File: src/rtl/writeback_unit.sv
// Writeback stage: merges ALU results and load returns onto the regfile write port,
// formats load data, buffers one load on collisions and tracks outstanding loads.
module writeback_unit #(
  parameter int unsigned WORD_SIZE = 32,
  parameter int unsigned NUM_REGS  = 32,
  parameter int unsigned REG_SEL   = $clog2(NUM_REGS)
) (
  input  logic                 clk,
  input  logic                 rst,
  input  logic                 alu_valid,
  input  logic [REG_SEL-1:0]   alu_rd,
  input  logic [WORD_SIZE-1:0] alu_data,
  input  logic                 ld_valid,
  output logic                 ld_ready,
  input  logic [REG_SEL-1:0]   ld_rd,
  input  logic [2:0]           ld_funct3,
  input  logic [1:0]           ld_addr_lo,
  input  logic [WORD_SIZE-1:0] ld_rdata,
  input  logic                 ld_issue,
  input  logic [REG_SEL-1:0]   ld_issue_rd,
  output logic                 wCtrl,
  output logic [REG_SEL-1:0]   wSel,
  output logic [WORD_SIZE-1:0] wData,
  output logic                 ld_err,
  output logic [NUM_REGS-1:0]  pend_mask
);

  typedef enum logic {EMPTY = 1'b0, FULL = 1'b1} state_t;

  state_t               state, state_d;
  logic [REG_SEL-1:0]   buf_rd, buf_rd_d;
  logic [WORD_SIZE-1:0] buf_data, buf_data_d;
  logic                 buf_err, buf_err_d;
  logic                 wctrl_d, err_d;
  logic [REG_SEL-1:0]   wsel_d;
  logic [WORD_SIZE-1:0] wdata_d;
  logic [NUM_REGS-1:0]  pend_d;

  logic                 accept;
  logic [7:0]           ld_byte;
  logic [15:0]          ld_half;
  logic [WORD_SIZE-1:0] fmt_data;
  logic                 fmt_err;
  logic                 emit_ld, emit_err;
  logic [REG_SEL-1:0]   emit_rd;
  logic [WORD_SIZE-1:0] emit_data;

  // Lane select, extension and alignment/legality check of the incoming load
  always_comb begin
    ld_byte  = ld_rdata[7:0];
    fmt_data = '0;
    fmt_err  = 1'b0;
    case (ld_addr_lo)
      2'd0:    ld_byte = ld_rdata[7:0];
      2'd1:    ld_byte = ld_rdata[15:8];
      2'd2:    ld_byte = ld_rdata[23:16];
      default: ld_byte = ld_rdata[31:24];
    endcase
    ld_half = ld_addr_lo[1] ? ld_rdata[31:16] : ld_rdata[15:0];
    case (ld_funct3)
      3'b000: fmt_data = {{(WORD_SIZE-8){ld_byte[7]}}, ld_byte};
      3'b100: fmt_data = {{(WORD_SIZE-8){1'b0}}, ld_byte};
      3'b001: begin
        fmt_data = {{(WORD_SIZE-16){ld_half[15]}}, ld_half};
        fmt_err  = ld_addr_lo[0];
      end
      3'b101: begin
        fmt_data = {{(WORD_SIZE-16){1'b0}}, ld_half};
        fmt_err  = ld_addr_lo[0];
      end
      3'b010: begin
        fmt_data = ld_rdata;
        fmt_err  = (ld_addr_lo != 2'd0);
      end
      default: fmt_err = 1'b1;
    endcase
  end

  // Write-port arbitration, hold buffer FSM and scoreboard next state
  always_comb begin
    state_d    = state;
    buf_rd_d   = buf_rd;
    buf_data_d = buf_data;
    buf_err_d  = buf_err;
    wctrl_d    = 1'b0;
    wsel_d     = wSel;
    wdata_d    = wData;
    err_d      = 1'b0;
    pend_d     = pend_mask;
    emit_ld    = 1'b0;
    emit_err   = fmt_err;
    emit_rd    = ld_rd;
    emit_data  = fmt_data;

    ld_ready = rst && (state == EMPTY);
    accept   = ld_valid && ld_ready;

    if (alu_valid) begin
      if (alu_rd != '0) begin
        wctrl_d = 1'b1;
        wsel_d  = alu_rd;
        wdata_d = alu_data;
      end
      if (accept) begin
        state_d    = FULL;
        buf_rd_d   = ld_rd;
        buf_data_d = fmt_data;
        buf_err_d  = fmt_err;
      end
    end else if (state == FULL) begin
      state_d   = EMPTY;
      emit_ld   = 1'b1;
      emit_rd   = buf_rd;
      emit_data = buf_data;
      emit_err  = buf_err;
    end else if (accept) begin
      emit_ld = 1'b1;
    end

    if (emit_ld) begin
      pend_d[emit_rd] = 1'b0;
      if (emit_err) begin
        err_d = 1'b1;
      end else if (emit_rd != '0) begin
        wctrl_d = 1'b1;
        wsel_d  = emit_rd;
        wdata_d = emit_data;
      end
    end

    // A new issue to the same register outranks the completing load
    if (ld_issue && (ld_issue_rd != '0)) pend_d[ld_issue_rd] = 1'b1;
  end

  always_ff @(posedge clk or negedge rst) begin
    if (!rst) begin
      state     <= EMPTY;
      buf_rd    <= '0;
      buf_data  <= '0;
      buf_err   <= 1'b0;
      wCtrl     <= 1'b0;
      wSel      <= '0;
      wData     <= '0;
      ld_err    <= 1'b0;
      pend_mask <= '0;
    end else begin
      state     <= state_d;
      buf_rd    <= buf_rd_d;
      buf_data  <= buf_data_d;
      buf_err   <= buf_err_d;
      wCtrl     <= wctrl_d;
      wSel      <= wsel_d;
      wData     <= wdata_d;
      ld_err    <= err_d;
      pend_mask <= pend_d;
    end
  end

endmodule

File: config.mk
export PLATFORM = sky130hd
export DESIGN_NAME = writeback_unit
export DESIGN_NICKNAME = d
export VERILOG_FILES = /design/src/rtl/writeback_unit.sv
export SDC_FILE = /design/constraint.sdc
export NUM_CORES = 1
export LEC_CHECK = 0
export BUFFER_PORTS_ARGS = -buffer_cell sky130_fd_sc_hd__buf_2
export CORE_MARGIN = 2
export CORE_UTILIZATION = 45
export CTS_BUF_LIST = sky130_fd_sc_hd__clkbuf_8
export CTS_CLUSTER_SIZE = 25
export DETAILED_ROUTE_END_ITERATION = 12
export PLACE_DENSITY_LB_ADDON = 0.1
export SKIP_LAST_GASP = 1
export SYNTH_ARGS = -nofsm -noshare
export SYNTH_HDL_FRONTEND = slang
export SYNTH_SLANG_ARGS = --single-unit
File: constraint.sdc
create_clock -name clk -period 1.72 [get_ports clk]
set_input_delay 0.086 -clock clk [delete_from_list [all_inputs] [get_ports clk]]
set_output_delay 0.086 -clock clk [all_outputs]
set_load 0.02 [all_outputs]
# Word-level counts from Yosys, hierarchy flattened

Index checks and enable logic that the tools add are counted.

Muxes and demuxes: 38
Bitwise gates (word level): 4
Reduce and logical (&&, ||, !) cells: 14
Eq/ne operators: 7
Order comparisons: 4

Operators with widths:

| operator                                             | count |
|---|---|
| two-way mux 32 bit                                   | 9 |
| case mux 32 bit (5 select lines)                     | 1 |
| two-way mux 5 bit                                    | 7 |
| bitwise AND 32 bit                                   | 1 |
| inverter 32 bit                                      | 1 |
| bitwise OR 32 bit                                    | 1 |
| case mux 8 bit (3 select lines)                      | 1 |
| two-way mux 1 bit                                    | 16 |
| two-way mux 16 bit                                   | 1 |
| nonzero test 5 bit                                   | 3 |
| < comparator 5 x 6 -> 1 bit (second input constant)  | 2 |
| demux 1 bit (select 5 bit)                           | 2 |
| >= comparator 5 x 1 -> 1 bit (second input constant) | 2 |
| equality test 3 bit (second input constant)          | 2 |
| logical AND 1 bit                                    | 5 |
| OR reduction 2 bit                                   | 2 |
| equality test 3 x 1 -> 1 bit (second input constant) | 1 |
| equality test 3 x 2 -> 1 bit (second input constant) | 1 |
| logical NOT 3 bit                                    | 1 |
| case mux 1 bit (3 select lines)                      | 1 |
| equality test 2 x 1 -> 1 bit (second input constant) | 1 |
| equality test 2 bit (second input constant)          | 1 |
| logical NOT 2 bit                                    | 1 |
| != test 2 x 1 -> 1 bit (second input constant)       | 1 |
| other kinds (3)                                      | 3 |

Logic and storage cells: 76
Flip-flop bits (word level): 110

# Logic depth before layout (Yosys ltp)

Word-level depth: 11
Gate-level depth with buffers: 8
Depth with buffers taken out: 5

# Least setup slack after synthesis

No wires, ideal clock.

Path kind: register to register
From: register state
To: register wData[2]
Required time: 1595 ps
Stages on the path, launching flop included: 9
Clock period less this slack: 1896 ps
Data arrival time: 1771 ps
Slack: -176 ps
Cells stage by stage: dfrtp_1 > buf_2 > nor2b_1 > buf_6 > mux2i_2 > o211a_1 > nor2_4 > buf_6 > mux2_4

Longest elaborated chain between the ends: 7
Elaborated cells between the ends (all ways): 16
Those cells by class: 12 x mux; 1 x bitwise; 3 x reduce/logical

Ends and longest elaborated chain:

| item                                                                       | line | text |
|---|---|---|
| from (decl)                                                                | 30   | `state_t state, state_d;` |
| from (signal assigned)                                                     | 147  | `state <= state_d;` |
| parallel branches: the longest is 6 deep, another holds two-way mux 32 bit | n/a  |  |
| two-way mux 32 bit (*)                                                     | 120  | `if (emit_ld) begin` |
| net wdata_d[2]                                                             | 36   | `logic [WORD_SIZE-1:0] wdata_d;` |
| to (signal assigned)                                                       | 153  | `wData <= wdata_d;` |
| to (decl)                                                                  | 23   | `output logic [WORD_SIZE-1:0] wData,` |

Mark *: on every way through the listed nets, which the timed path passes.
A chain may end at the register's enable or synchronous reset.

# Worst setup path after layout

From: register buf_rd[2]
To: register wData[14]

Longest elaborated chain between the ends: 6

Ends and longest elaborated chain:

| item                   | line | text |
|---|---|---|
| from (decl)            | 31   | `logic [REG_SEL-1:0] buf_rd, buf_rd_d;` |
| from (signal assigned) | 148  | `buf_rd <= buf_rd_d;` |
| two-way mux 5 bit      | 110  | `end else if (state == FULL) begin` |
| two-way mux 5 bit      | 98   | `if (alu_valid) begin` |
| nonzero test 5 bit     | 124  | `end else if (emit_rd != '0) begin` |
| two-way mux 32 bit     | 124  |  |
| two-way mux 32 bit     | 122  | `if (emit_err) begin` |
| two-way mux 32 bit     | 120  |  |
| net wdata_d[14]        | 36   |  |

The timed path passes the listed nets, and every way through them passes these cells.

==> impl_results.md <==
- Post-synthesis cell area: 5980 µm²
- Final weighted congestion in routability-driven placement: 0.873
- Clock tree from TritonCTS: yes
- Worst hold margin: -214 ps
- Area leader, netlist: dfrtp_1
- Total of fill cells in the finished design: ~1100
- Power per unit of standard cell area: around 890 nW/µm²
- Number of sinks handled by clock tree synthesis: 110
- Fin. max-slew vios: 0
- Most Used Layer, Global Route: met2
- Switching share of power: 0.360
- Ranking of synthesized cells by area: dfrtp_1 46%, mux2i_1 13%, o21ai_0 5.7%, nand2_1 4.3%, a21oi_1 4.3%
- CTS buffer count: 9
- Post-synth top flop: dfrtp_1
- Series of cell instances along the critical path: or4b_4, o31ai_4, o211a_1, nor2_4, buf_8, buf_12, mux2i_2
- Utilization after layout: 0.628
- Endpoint of the worst register-to-register path: wData[14]
- Number of enable flip-flop cells after synthesis: 0
- Clock slew at reported path FFs: ~110 ps
- Unrepaired setup endpoints after global routing: true
- Post-route cell area: roughly 8300 µm²
- Total die area: roughly 14000 µm²
- Dominant cell by count in the synthesized netlist: dfrtp_1
- Number of cells on the critical path: 7
- Internal cell power: 4.72 mW
- Fraction of layout cells with a size suffix above 1: 0.371
- Number of hold-slack violations in the final timing report: approximately 110
- Clock latency reported for the late side of the worst-skew pair: about 380 ps
- Worst setup skew after layout: approximately 7.2 ps
- Relative contribution of combinational cells to total power: 0.336
- Count of warnings emitted by yosys: 0
- WP buf/inv: 2
- N_diodes: 0
- Clock network fraction of total power: 0.206
- Area Overhead vs Synth: 38.0%
- Category of cells accounting for the largest share of critical-path delay: simple AND/OR/NAND/NOR gates
- Kind of critical path: flip-flop to flip-flop
- Violated checks: hold timing, setup timing
- Total congestion overflow: 0
- Total Power Consumption: around 7.4 mW
- Area share of the leading cell type in the synthesized netlist: 0.460
- Post-synth ARST share: 1.00
- Startpoint of the most critical setup path: buf_rd[2]
- Commonest cells in the synthesized netlist: 110 x dfrtp_1, 78 x mux2i_1, 69 x nand2_1, 68 x o21ai_0, 51 x a21oi_1
- Class of the most critical hold timing path: input pin to async pin
- Average instance area after synthesis: roughly 9.9 µm²
- Part of the Yosys area used for sequential elements: 0.460
- Slew @ Worst Pin: between 600 and 700 ps
- Tcrit/Tclk final: 1.09
- Hold buffer count at CTS: 30
- Kind of start point of the critical path: flip-flop
- Die Y-Extent: approximately 120 µm
- Number of global-route vias before repair: about 5600
- Data required, critical path: 1990 ps
- Count of placed standard cells in the final layout, fillers left out: approximately 1000
- Total routing resource utilization after global routing: 0.253
- Switching pwr: ~2.7 mW
- Static leakage: about 3.8 nW
- Max-slew headroom at the worst pin: 0.579
- Area of the core: 13100 µm²
- Highest Clock Rate: 533 MHz
- Root buffer selected by CTS: clkbuf_8
- Sequential cell area: 2750 µm²
- Number of storage elements in the synthesis netlist: 110
- # setup viols final: 36
- Fraction of met1 tracks used by global routing: 0.340
- Reg2reg setup slack: -150 ps
- Global-route wire length before repair: between 20000 and 30000 µm
- Area post-placement: approximately 7500 µm²
- Routed WL per cell: around 18 µm
- Run status: finished, violations left
- Worst ir drop on vdd: slightly below 0.0004 V
- Endpoint of the worst setup timing path: wData[14]
- Reg2reg start: buf_rd[2]
- Maximum clock insertion buffer count: 2
- Clock period minus final worst setup slack: ~1900 ps
- Final Worst Setup Slack: -154 ps
- Maximum number of pins on one net before global-route repair: about 110
- Largest fanout of any net on the critical path: 7
- Largest stage delay on the critical path: approximately 540 ps
- Site Rows: 42
- Total via count in the routed design: roughly 5700
- DRT iter0 DRCs: 372
- Detailed Route WL: 18000 µm
- Sequential power share: 0.459
- Endpoint type of the worst setup path: flip-flop
- DRC Markers: 0
- R2R depth: 7
- Number of nets in the final layout: ~930
- H-tree Lvls: 3
- Vias/cell: 5.52
- Die width: 119 µm
- Data arrival, critical path: about 2100 ps
- Total of max-cap violations: 0
- Met3 usage in global routing: 0.0330
- Cell with the biggest individual delay on the critical path: or4b_4
- Grt met2 use: 0.427
- Initial antenna violation count: 1
- Residual antenna-violating net count after detailed routing: 0
- Initial Utilization: 0.455
- Num ports: roughly 160
- HPWL Detailed: about 13000 µm
- First-pass DRT Iterations: 5
- Count of placed standard cells including taps: 974
- Library cells used by synthesis: between 50 and 60
- Number of port buffers: 160
- Synthesized netlist net count: between 600 and 700
- Instance count of the mapped netlist: between 600 and 700
- Area of the multi-input gates: roughly 3200 µm²
## cell families after synthesis
family | share of synthesized area
compound gates | 0.192
buf+inv | 0.0389
simple gates | 0.133
mux | 0.177
flops | 0.460
## worst min path at each step
stage / start / endpoint / slack (ps) / cells after the start
4_1_cts: rst / buf_data[3] / -150 / 2
3_3_place_gp: rst / wData[3] / 260 / 2
6_report: rst / wData[3] / -210 / 2
2_1_floorplan: rst / buf_data[0] / -210 / 0
5_1_grt: rst / wData[3] / -160 / 2
3_5_place_dp: rst / wData[3] / 270 / 2
## sequential cells by signal, indices dropped and copies added, names as in the netlist
register and cells:
ld_err 1, buf_err 1, buf_data 32, wCtrl 1
wData 32, pend_mask 32, wSel 5, state 1
buf_rd 5
## power by group through the flow
stage / logic (mW) / registers, mW / clock network [mW]
after floorplan: 0.921 / 3.81 / 0
after global placement: 2.26 / 3.40 / 0
after detailed placement: 2.31 / 3.42 / 0
after CTS: 2.41 / 3.38 / 1.53
after global routing: 2.68 / 3.45 / 1.63
final: 2.47 / 3.38 / 1.51
## per-stage QoR
step           TNS, ps  setup WS [ps]  hold slack, ps
3_3_place_gp     -6800           -166             264
5_1_grt          -6430           -230            -158
3_5_place_dp     -8990           -210             267
6_report         -3770           -154            -214
2_1_floorplan     -653           -140            -210
4_1_cts          -3680           -132            -149
## layer usage
metal	up-vias	routed length, µm
li1	2686	-
met1	2711	7740
met3	33	1130
met2	219	8860
met4	2	292
met5	-	7
## cell type report
cell class	instances	area share
Timing Repair Buffer	265	0.226
Clock buffer	9	0.0150
Clock inverter	7	0.00682
Sequential cell	110	0.334
Inverter	7	0.00318
Multi-Input combinational cell	450	0.388
Tap cell	176	0.0267
## timing repair
action                                  in CTS  in global routing
buffers inserted                             3                  1
hold endpoints to repair                   140                110
gates resized for setup                     27                 47
gates cloned                                 0                  0
pin swaps                                    5                  4
endpoints found under the setup margin      82                 94
## placed cells by master, fill, tap and decap left out, types with 5 or more instances in the layout
master	instances
a21oi_1	50
a221oi_1	6
a22o_1	8
a2bb2oi_1	7
a41o_1	16
buf_12	12
buf_2	159
buf_4	52
buf_6	10
clkbuf_8	9
dfrtp_1	109
dlygate4sd3_1	30
inv_1	8
mux2_2	16
mux2i_1	75
nand2_1	61
nand2_2	8
nand2b_1	6
nand3_1	12
nor2_1	40
o21ai_0	48
o21ai_1	16
o21ai_2	5
o22ai_1	6
(Power assumes the default switching activity.)
